## src/rtl/hazard_pkg.sv

```systemverilog
// Shared types and helpers for the pipeline hazard resolver.
package hazard_pkg;

  localparam int unsigned REG_IDX_W = 5;

  typedef logic [REG_IDX_W-1:0] reg_idx_t;

  localparam reg_idx_t REG_X0 = 5'd0;

  typedef enum logic [1:0] {
    FWD_RF = 2'b00,
    FWD_W  = 2'b01,
    FWD_M  = 2'b10
  } forward_t;

  // Register tags carried by the instruction as it moves from D into E.
  typedef struct packed {
    reg_idx_t rs1;
    reg_idx_t rs2;
    reg_idx_t rd;
    logic     load;
  } e_tags_t;

  // Operand source select: the younger producer in M beats W, x0 never forwards.
  function automatic forward_t fwd_sel(input reg_idx_t rs, input reg_idx_t rd_m,
                                       input reg_idx_t rd_w, input logic rw_m,
                                       input logic rw_w);
    forward_t sel;
    sel = FWD_RF;
    if (rs != REG_X0 && rw_m && rs == rd_m) begin
      sel = FWD_M;
    end else if (rs != REG_X0 && rw_w && rs == rd_w) begin
      sel = FWD_W;
    end
    return sel;
  endfunction

endpackage

```

## src/rtl/hazard_unit_if.sv

```systemverilog
// Hazard resolver connection: D-stage/controller inputs and forward/stall/flush outputs.
interface hazard_unit_if #(parameter int unsigned CNT_W = 32);
  import hazard_pkg::*;

  reg_idx_t   Rs1_D;
  reg_idx_t   Rs2_D;
  reg_idx_t   Rd_D;
  logic       ResultSrc_D0;
  logic       RegWrite_M;
  logic       RegWrite_W;
  logic       PCSrcE;

  forward_t   Forward_AE;
  forward_t   Forward_BE;
  logic       Stall_F;
  logic       Stall_D;
  logic       Flush_D;
  logic       Flush_E;
  logic [CNT_W-1:0] stall_count;
  logic [CNT_W-1:0] flush_count;

  modport slave (
    input  Rs1_D, Rs2_D, Rd_D, ResultSrc_D0, RegWrite_M, RegWrite_W, PCSrcE,
    output Forward_AE, Forward_BE, Stall_F, Stall_D, Flush_D, Flush_E,
           stall_count, flush_count
  );

  modport master (
    output Rs1_D, Rs2_D, Rd_D, ResultSrc_D0, RegWrite_M, RegWrite_W, PCSrcE,
    input  Forward_AE, Forward_BE, Stall_F, Stall_D, Flush_D, Flush_E,
           stall_count, flush_count
  );

endinterface

```

## src/rtl/hazard_tag_pipe.sv

```systemverilog
// Private E/M/W copies of register tags; a flush turns the E slot into a bubble.
module hazard_tag_pipe
  import hazard_pkg::*;
(
  input  logic     clk,
  input  logic     reset,
  input  logic     flush_e,
  input  e_tags_t  tags_d,
  output e_tags_t  tags_e,
  output reg_idx_t rd_m,
  output reg_idx_t rd_w
);

  // E still advances during a load-use stall; the bubble comes from flush_e.
  always_ff @(posedge clk or negedge reset) begin
    if (!reset) begin
      tags_e <= '0;
      rd_m   <= REG_X0;
      rd_w   <= REG_X0;
    end else begin
      tags_e <= flush_e ? e_tags_t'('0) : tags_d;
      rd_m   <= tags_e.rd;
      rd_w   <= rd_m;
    end
  end

endmodule

```

## src/rtl/hazard_unit.sv

```systemverilog
// Data/control hazard resolver for the 5-stage RV32I pipeline: forwarding,
// load-use stall, branch flush and saturating performance counters.
module hazard_unit
  import hazard_pkg::*;
#(
  parameter int unsigned CNT_W = 32
) (
  input logic         clk,
  input logic         reset,
  hazard_unit_if.slave hz
);

  e_tags_t          tags_d;
  e_tags_t          tags_e;
  reg_idx_t         rd_m;
  reg_idx_t         rd_w;
  logic             lw_stall;
  logic             flush_e;
  logic [CNT_W-1:0] stall_cnt;
  logic [CNT_W-1:0] flush_cnt;

  assign tags_d = '{rs1: hz.Rs1_D, rs2: hz.Rs2_D, rd: hz.Rd_D, load: hz.ResultSrc_D0};

  hazard_tag_pipe u_tag_pipe (
    .clk     (clk),
    .reset   (reset),
    .flush_e (flush_e),
    .tags_d  (tags_d),
    .tags_e  (tags_e),
    .rd_m    (rd_m),
    .rd_w    (rd_w)
  );

  // A taken branch in E wins over a load-use stall.
  assign lw_stall = tags_e.load && (tags_e.rd != REG_X0) &&
                    ((tags_e.rd == hz.Rs1_D) || (tags_e.rd == hz.Rs2_D)) &&
                    !hz.PCSrcE;
  assign flush_e  = lw_stall | hz.PCSrcE;

  assign hz.Forward_AE = fwd_sel(tags_e.rs1, rd_m, rd_w, hz.RegWrite_M, hz.RegWrite_W);
  assign hz.Forward_BE = fwd_sel(tags_e.rs2, rd_m, rd_w, hz.RegWrite_M, hz.RegWrite_W);
  assign hz.Stall_F    = lw_stall;
  assign hz.Stall_D    = lw_stall;
  assign hz.Flush_D    = hz.PCSrcE;
  assign hz.Flush_E    = flush_e;

  // Event counters hold at all-ones instead of wrapping.
  always_ff @(posedge clk or negedge reset) begin
    if (!reset) begin
      stall_cnt <= '0;
      flush_cnt <= '0;
    end else begin
      if (lw_stall && stall_cnt != {CNT_W{1'b1}}) begin
        stall_cnt <= stall_cnt + CNT_W'(1);
      end
      if (hz.PCSrcE && flush_cnt != {CNT_W{1'b1}}) begin
        flush_cnt <= flush_cnt + CNT_W'(1);
      end
    end
  end

  assign hz.stall_count = stall_cnt;
  assign hz.flush_count = flush_cnt;

endmodule

```

## src/flat_wrapper.sv

```systemverilog
// flat-port wrapper written by rule: the top's interface ports become plain ports
module hazard_unit_flat import hazard_pkg::*;
#(
  parameter int unsigned CNT_W = 32
)
  (clk, reset, hz_Rs1_D, hz_Rs2_D, hz_Rd_D, hz_ResultSrc_D0, hz_RegWrite_M, hz_RegWrite_W, hz_PCSrcE, hz_Forward_AE, hz_Forward_BE, hz_Stall_F, hz_Stall_D, hz_Flush_D, hz_Flush_E, hz_stall_count, hz_flush_count);
  hazard_unit_if #(.CNT_W(CNT_W)) hz_i ();
  input logic clk;
  input logic reset;
  input wire logic [$bits(hz_i.Rs1_D)-1:0] hz_Rs1_D;
  input wire logic [$bits(hz_i.Rs2_D)-1:0] hz_Rs2_D;
  input wire logic [$bits(hz_i.Rd_D)-1:0] hz_Rd_D;
  input wire logic [$bits(hz_i.ResultSrc_D0)-1:0] hz_ResultSrc_D0;
  input wire logic [$bits(hz_i.RegWrite_M)-1:0] hz_RegWrite_M;
  input wire logic [$bits(hz_i.RegWrite_W)-1:0] hz_RegWrite_W;
  input wire logic [$bits(hz_i.PCSrcE)-1:0] hz_PCSrcE;
  output wire logic [$bits(hz_i.Forward_AE)-1:0] hz_Forward_AE;
  output wire logic [$bits(hz_i.Forward_BE)-1:0] hz_Forward_BE;
  output wire logic [$bits(hz_i.Stall_F)-1:0] hz_Stall_F;
  output wire logic [$bits(hz_i.Stall_D)-1:0] hz_Stall_D;
  output wire logic [$bits(hz_i.Flush_D)-1:0] hz_Flush_D;
  output wire logic [$bits(hz_i.Flush_E)-1:0] hz_Flush_E;
  output wire logic [$bits(hz_i.stall_count)-1:0] hz_stall_count;
  output wire logic [$bits(hz_i.flush_count)-1:0] hz_flush_count;
  assign hz_i.Rs1_D = hz_Rs1_D;
  assign hz_i.Rs2_D = hz_Rs2_D;
  assign hz_i.Rd_D = hz_Rd_D;
  assign hz_i.ResultSrc_D0 = hz_ResultSrc_D0;
  assign hz_i.RegWrite_M = hz_RegWrite_M;
  assign hz_i.RegWrite_W = hz_RegWrite_W;
  assign hz_i.PCSrcE = hz_PCSrcE;
  assign hz_Forward_AE = hz_i.Forward_AE;
  assign hz_Forward_BE = hz_i.Forward_BE;
  assign hz_Stall_F = hz_i.Stall_F;
  assign hz_Stall_D = hz_i.Stall_D;
  assign hz_Flush_D = hz_i.Flush_D;
  assign hz_Flush_E = hz_i.Flush_E;
  assign hz_stall_count = hz_i.stall_count;
  assign hz_flush_count = hz_i.flush_count;
  hazard_unit #(.CNT_W(CNT_W)) u_core (.clk(clk), .reset(reset), .hz(hz_i));
endmodule
```

## config.mk

```make
export PLATFORM = sky130hd
export DESIGN_NAME = hazard_unit_flat
export DESIGN_NICKNAME = d
export VERILOG_FILES = /design/src/rtl/hazard_pkg.sv /design/src/rtl/hazard_unit_if.sv /design/src/rtl/hazard_tag_pipe.sv /design/src/rtl/hazard_unit.sv /design/src/flat_wrapper.sv
export SDC_FILE = /design/constraint.sdc
export NUM_CORES = 1
export LEC_CHECK = 0
export CAP_MARGIN = 20
export CORE_UTILIZATION = 55
export CTS_CLUSTER_DIAMETER = 80
export DETAILED_ROUTE_END_ITERATION = 7
export PLACE_DENSITY_LB_ADDON = 0.3
export SYNTH_ARGS = -nofsm -noshare
export SYNTH_HDL_FRONTEND = slang
export SYNTH_HIERARCHICAL = 1
export SYNTH_SLANG_ARGS = --single-unit
```

## constraint.sdc

```tcl
create_clock -name clk -period 6.2 [get_ports clk]
set_input_delay 1.55 -clock clk [delete_from_list [all_inputs] [get_ports clk]]
set_output_delay 1.55 -clock clk [all_outputs]
set_load 0.02 [all_outputs]
```

==> results of run 1 <==
layout make-up:
class                   count  area share (%)
flip-flops and latches     90            40.3
inverters                   2           0.134
repair buffers             96            17.4
multi-input cells         273            36.0
clock inverters             5            1.52
clock buffers              11            2.53
well taps                  99            2.21
registers in the layout, indices dropped and copies added (netlist names):
| signal | flops |
|---|---|
| u_core/u_tag_pipe/tags_e | 16 |
| u_core/u_tag_pipe/rd_m | 5 |
| u_core/u_tag_pipe/rd_w | 5 |
| u_core/hz.stall_count | 32 |
| u_core/hz.flush_count | 32 |
cell usage in the layout, fill, tap and decap left out, types with 2 or more instances in the layout:
cell             count
or3_1                2
nor3_2               4
and2_1               5
inv_6                2
bufinv_16            2
nor2_1              14
and3_1              16
nand2_1             28
xor2_1              33
dfrtp_1             90
nor2b_2              7
clkbuf_8            10
nand2b_1             2
and2b_2              6
mux2_1               2
nor3_1               7
nor4_4               3
and4_1               8
nor4_1               5
clkdlybuf4s50_1     91
nand3_1             27
xnor2_1             58
buf_4                3
o31a_1               2
nand4_1             18
nor2b_1              5
or4_1                3
ha_1                 2
and4_4               2
worst max-delay path: cells and delay by family:
family / cells / cell delay (ns)
simple gates: 2 / 0.77
buf+inv: 3 / 1.18
xor+xnor: 1 / 0.18
compound gates: 1 / 0.16
power breakdown:
part / internal [W] / leakage (nW) / switching [W]
logic: 0.000104 / 1.11 / 0.0000983
registers: 0.000622 / 1.22 / 0.0000476
clock network: 0.000241 / 0.111 / 0.000203
total: 0.000968 / 2.44 / 0.000349
per-stage QoR:
stage | hold slack (ns) | cell area (um^2) | setup WS, ns | util [%]
floorplan | 0.409 | 4310 | 1.83 | -
global placement | 0.419 | 5330 | 0.877 | 71.9
detailed placement | 0.426 | 5330 | 0.799 | 71.9
CTS | 0.446 | 5550 | 0.798 | 75.0
global route | 0.450 | 5590 | 0.735 | 75.5
finish | 0.442 | 5590 | 0.795 | 75.5
layer usage:
layer,track usage (%),up-vias,wire [um]
met5,0,-,0
met4,7.12,0,134
met3,3.87,10,368
met2,39.4,73,4570
met1,29.4,1555,3930
li1,-,1500,-
final timing paths:
path,startpoint,endpoint,cells after the start
worst max register to register,u_core/hz.stall_count[0]$_DFFE_PN0P_,u_core/hz.stall_count[1]$_DFFE_PN0P_,7
worst max-delay path,hz_Rs2_D[3],hz_Stall_F,7
worst min-delay path,u_core/u_tag_pipe/rd_m[2]$_DFF_PN0_,u_core/u_tag_pipe/rd_w[2]$_DFF_PN0_,0
worst min register to register,u_core/u_tag_pipe/rd_m[2]$_DFF_PN0_,u_core/u_tag_pipe/rd_w[2]$_DFF_PN0_,0
min in group asynchronous,reset,u_core/hz.flush_count[31]$_DFFE_PN0P_,1
max in group asynchronous,reset,u_core/hz.stall_count[12]$_DFFE_PN0P_,2
kinds of logic after synthesis:
kind of cell,count (synthesis),share of synthesized area [%]
and+or+nand+nor,166,24.0
xor gates and xnor gates,91,18.5
DFF,90,52.2
AOI/OAI and AO/OA,11,2.49
buffers and inverters,9,1.39
muxes,3,0.870
adders and majority gates,2,0.580
==> qor.csv, run 1 <==
stage,metric,value,unit
outcome,status,finished clean,
timing,RSZ-0062 raised after global routing,no,
floorplan,die height,90.6,um
logic_synthesis,Commonest cells post-synth,"dfrtp_1, xnor2_1, xor2_1",
cells_and_area,layout cells sized above 1,10.5,%
power,Power Dens Cells,235,nW/um^2
setup_path,crit path kind,primary input to output port,
floorplan,I/O pins,93,
clock_network,total CTS buffers,9,
setup_path,CP max stage delay,0.61,ns
logic_synthesis,Cell variety after synth,43,
timing,setup_tns,0,ns
clock_network,root buf cell,clkbuf_8,
route,DRC,0,
logic_synthesis,Main synth FF type,dfrtp_1,
floorplan,Core Region,7410,um^2
timing,Final setup viols,0,
timing,Fin Clk Skew,0.0108,ns
placement,input/output buffers,92,
clock_network,H-tree levels,3,
route,Avg WL per Cell,15.6,um
logic_synthesis,Mapped Nets,395,
clock_network,Clock transition at path regs,0.09,ns
setup_path,CP required,4.65,ns
cells_and_area,Seq. cell area,2250,um^2
route,Vias/cell,5.45,
cells_and_area,area grow syn2layout,29.6,%
setup_path,cell chain of the critical path,"clkdlybuf4s50_1, xor2_1, nor3_2, a22oi_2, or3_1, inv_1, clkdlybuf4s50_1",
clock_network,post-CTS sizing,0,
setup_path,Crit path arrival time,3.85,ns
logic_synthesis,async set-reset flop share out of synthesis,100,%
logic_synthesis,synthesized instance count,372,
logic_synthesis,Synth Cell Area,4310,um^2
global_route,GRT Overall Usage,22.8,%
timing,worst-margin pin slew,0.596,ns
cells_and_area,area of the multi-input gates,2010,um^2
floorplan,initial core utilization,58.2,%
placement,cell count after placement,558,
setup_path,"most used cell, CP",clkdlybuf4s50_1,
timing,period utilization,87.2,%
clock_network,CTS Buffer Depth,2,
setup_path,"critical path fanouts, max",10,
logic_synthesis,post-synthesis sequential area ratio,52.2,%
route,TritonRoute pass-1 iters,4,
setup_path,CP Capture Type,output port,
clock_network,clk sinks,90,
power,total leakage power,2.44,nW
global_route,GR Overflow Total,0,
route,Via Count,3138,
logic_synthesis,"flops & latches, synth",90,
timing,final hold viol count,0,
route,initial DRC count,125,
clock_network,Clock Latency Late Sink,0.34,ns
logic_synthesis,number of flops mapped to enable cells by yosys,0,
power,overall power,0.00132,W
timing,clock period minus worst slack,5.40,ns
route,Post-Route WL,9010,um
cells_and_area,final non-filler cell total,576,
global_route,global-route wire length before repair,15000,um
floorplan,num rows,31,
flow_run,max_cap viols,0,
logic_synthesis,top cell type's share of synthesized area,52.2,%
timing,"Slew Viols, Final",0,
setup_path,Setup crit start kind,primary input,
power,worst ir drop on vdd,0.132,mV
placement,gp weighted congestion,0.841,
logic_synthesis,"Avg Cell Area, Syn",11.6,um^2
global_route,vias in the first global route,3158,
timing,f_max,185,MHz
clock_network,CTS tree,done,
timing,Slew HR,59.9,%
floorplan,chip width,90.6,um
cells_and_area,final-layout fill cell count,499,
logic_synthesis,Synth area leader,dfrtp_1,
logic_synthesis,cell with the most instances after synthesis,dfrtp_1,
clock_network,postcts setup bufs,0,
logic_synthesis,top post-synthesis cells by area,"dfrtp_1, xnor2_1, xor2_1, nand3_1, nand4_1",
placement,hpwl dp,6320,um
cells_and_area,NumNets Final,495,
clock_network,# hold bufs at CTS,0,
hold_path,Hold Crit Class,flop to flop,
cells_and_area,antenna cells,0,
global_route,initial antenna violation count,0,
global_route,largest net degree at the start of global routing,91,
route,Final ANT Viol Nets,0,
setup_path,reg2reg setup slack,3.88,ns
logic_synthesis,synth warn,6,
setup_path,"Slowest-stage cell, CP",clkdlybuf4s50_1,
floorplan,area of the die,8200,um^2
Power figures use the tool's default switching activity.
==> run 2, diff against run 1 <==
- CAP_MARGIN: 20 -> 30
- MAX_ROUTING_LAYER: unset -> met4
==> qor.csv, run 2 (synthesized netlist as in run 1, its figures left out) <==
stage,metric,value,unit
global_route,largest net degree at the start of global routing,50,
timing,Fin Clk Skew,0.00830,ns
setup_path,CP required,4.65,ns
route,Via Count,3081,
timing,Final setup viols,0,
setup_path,Crit path arrival time,3.85,ns
floorplan,Core Region,7410,um^2
setup_path,"critical path fanouts, max",10,
global_route,GR Layer Usage met1,30.1,%
global_route,GR Layer Usage met3,3.45,%
setup_path,crit path kind,primary input to output port,
global_route,gr busiest metal,met2,
cells_and_area,layout cells sized above 1,10.7,%
power,worst ir drop on vdd,0.126,mV
flow_run,max_cap viols,0,
route,Post-Route WL,8750,um
outcome,status,finished clean,
clock_network,clk sinks,90,
placement,input/output buffers,92,
setup_path,Setup crit start kind,primary input,
route,initial DRC count,127,
clock_network,# hold bufs at CTS,0,
timing,f_max,185,MHz
clock_network,root buf cell,clkbuf_8,
route,Vias/cell,5.35,
setup_path,RR Startpoint,u_core/hz.stall_count[0]$_DFFE_PN0P_,
global_route,initial antenna violation count,0,
hold_path,hold_sp,u_core/u_tag_pipe/rd_m[2]$_DFF_PN0_,
clock_network,H-tree levels,3,
timing,final hold viol count,0,
clock_network,Clock transition at path regs,0.09,ns
clock_network,postcts setup bufs,0,
global_route,global-route wire length before repair,14900,um
cells_and_area,antenna cells,0,
timing,period utilization,87.2,%
timing,setup_tns,0,ns
route,Avg WL per Cell,15.2,um
setup_path,Critical Path Start,hz_Rs2_D[3],
route,TritonRoute pass-1 iters,4,
placement,hpwl dp,6430,um
timing,worst-margin pin slew,0.596,ns
setup_path,CP Capture Type,output port,
placement,gp weighted congestion,0.854,
route,Final ANT Viol Nets,0,
clock_network,total CTS buffers,9,
floorplan,chip width,90.6,um
route,DRC,0,
global_route,GRT Overall Usage,23.4,%
hold_path,Hold Crit Class,flop to flop,
power,total leakage power,2.42,nW
floorplan,I/O pins,93,
floorplan,area of the die,8200,um^2
clock_network,CTS Buffer Depth,2,
clock_network,CTS tree,done,
global_route,vias in the first global route,3115,
power,Power Dens Cells,222,nW/um^2
cells_and_area,final core occ,74.9,%
timing,"Slew Viols, Final",0,
floorplan,num rows,31,
global_route,Global Route met2 Usage,37.8,%
global_route,GR Overflow Total,0,
floorplan,die height,90.6,um
cells_and_area,NumNets Final,495,
timing,RSZ-0062 raised after global routing,no,
timing,clock period minus worst slack,5.40,ns
clock_network,Clock Latency Late Sink,0.35,ns
cells_and_area,"most common cell after layout, fill and taps aside",clkdlybuf4s50_1,
clock_network,post-CTS sizing,0,
cells_and_area,area grow syn2layout,28.6,%
floorplan,initial core utilization,58.2,%
timing,Slew HR,59.9,%
cells_and_area,most frequent cells in the layout,"clkdlybuf4s50_1, dfrtp_1, xnor2_1, xor2_1, nand2_1",
-- run 2: cell types whose count changed in the layout (fill, tap and decap cells not counted), sizes merged --
cell / change
clkbuf: -1
clkinvlp: +1
clkinv: +4
inv: -2
bufinv: -2
-- run 2: power by group --
group          switching [W]  internal [W]  leakage, nW
logic              0.0000980      0.000104         1.11
registers          0.0000469      0.000622         1.22
clock network       0.000202      0.000156       0.0882
total               0.000347      0.000883         2.42
-- run 2: final timing paths --
path,endpoint,slack [ns],cells after the start
max in group asynchronous,u_core/hz.stall_count[27]$_DFFE_PN0P_,4.40,2
worst min-delay path,u_core/u_tag_pipe/rd_w[2]$_DFF_PN0_,0.44,0
min in group asynchronous,u_core/hz.flush_count[31]$_DFFE_PN0P_,1.17,1
worst min register to register,u_core/u_tag_pipe/rd_w[2]$_DFF_PN0_,0.44,0
worst max register to register,u_core/hz.stall_count[1]$_DFFE_PN0P_,3.91,7
worst max-delay path,hz_Stall_D,0.80,7
-- run 2: worst max-delay path: stages --
cell and delay [ns]:
clkdlybuf4s50_1 0.44, xor2_1 0.18, nor3_2 0.23, a22oi_2 0.15, or3_1 0.56, inv_1 0.13, clkdlybuf4s50_1 0.61
-- run 2: area by class of cell --
class / instances / area, um^2
Sequential cell: 90 / 2250
Clock inverter: 6 / 42.5
Clock buffer: 10 / 138
Tap cell: 99 / 124
Inverter: 2 / 7.51
Multi-Input combinational cell: 273 / 2010
Timing Repair Buffer: 96 / 972
Fill cell: 507 / 1860
-- run 2: stage by stage --
step	instance area, um^2	hold slack, ns	instances	power (W)	setup WS (ns)
final	5550	0.442	576	0.00123	0.797
after global routing	5550	0.450	576	0.00128	0.702
after CTS	5550	0.446	576	0.00124	0.769
after detailed placement	5370	0.426	560	0.000885	0.802
after global placement	5330	0.419	558	0.000876	0.877
after floorplan	4310	0.409	372	0.000778	1.83
-- run 2: routing by layer --
metal	wire length, um	part of all wire, %	up-vias
met5	0	0	-
met4	161	1.8	0
met3	290	3.3	14
met2	4320	49	68
met1	3970	45	1501
li1	-	-	1498
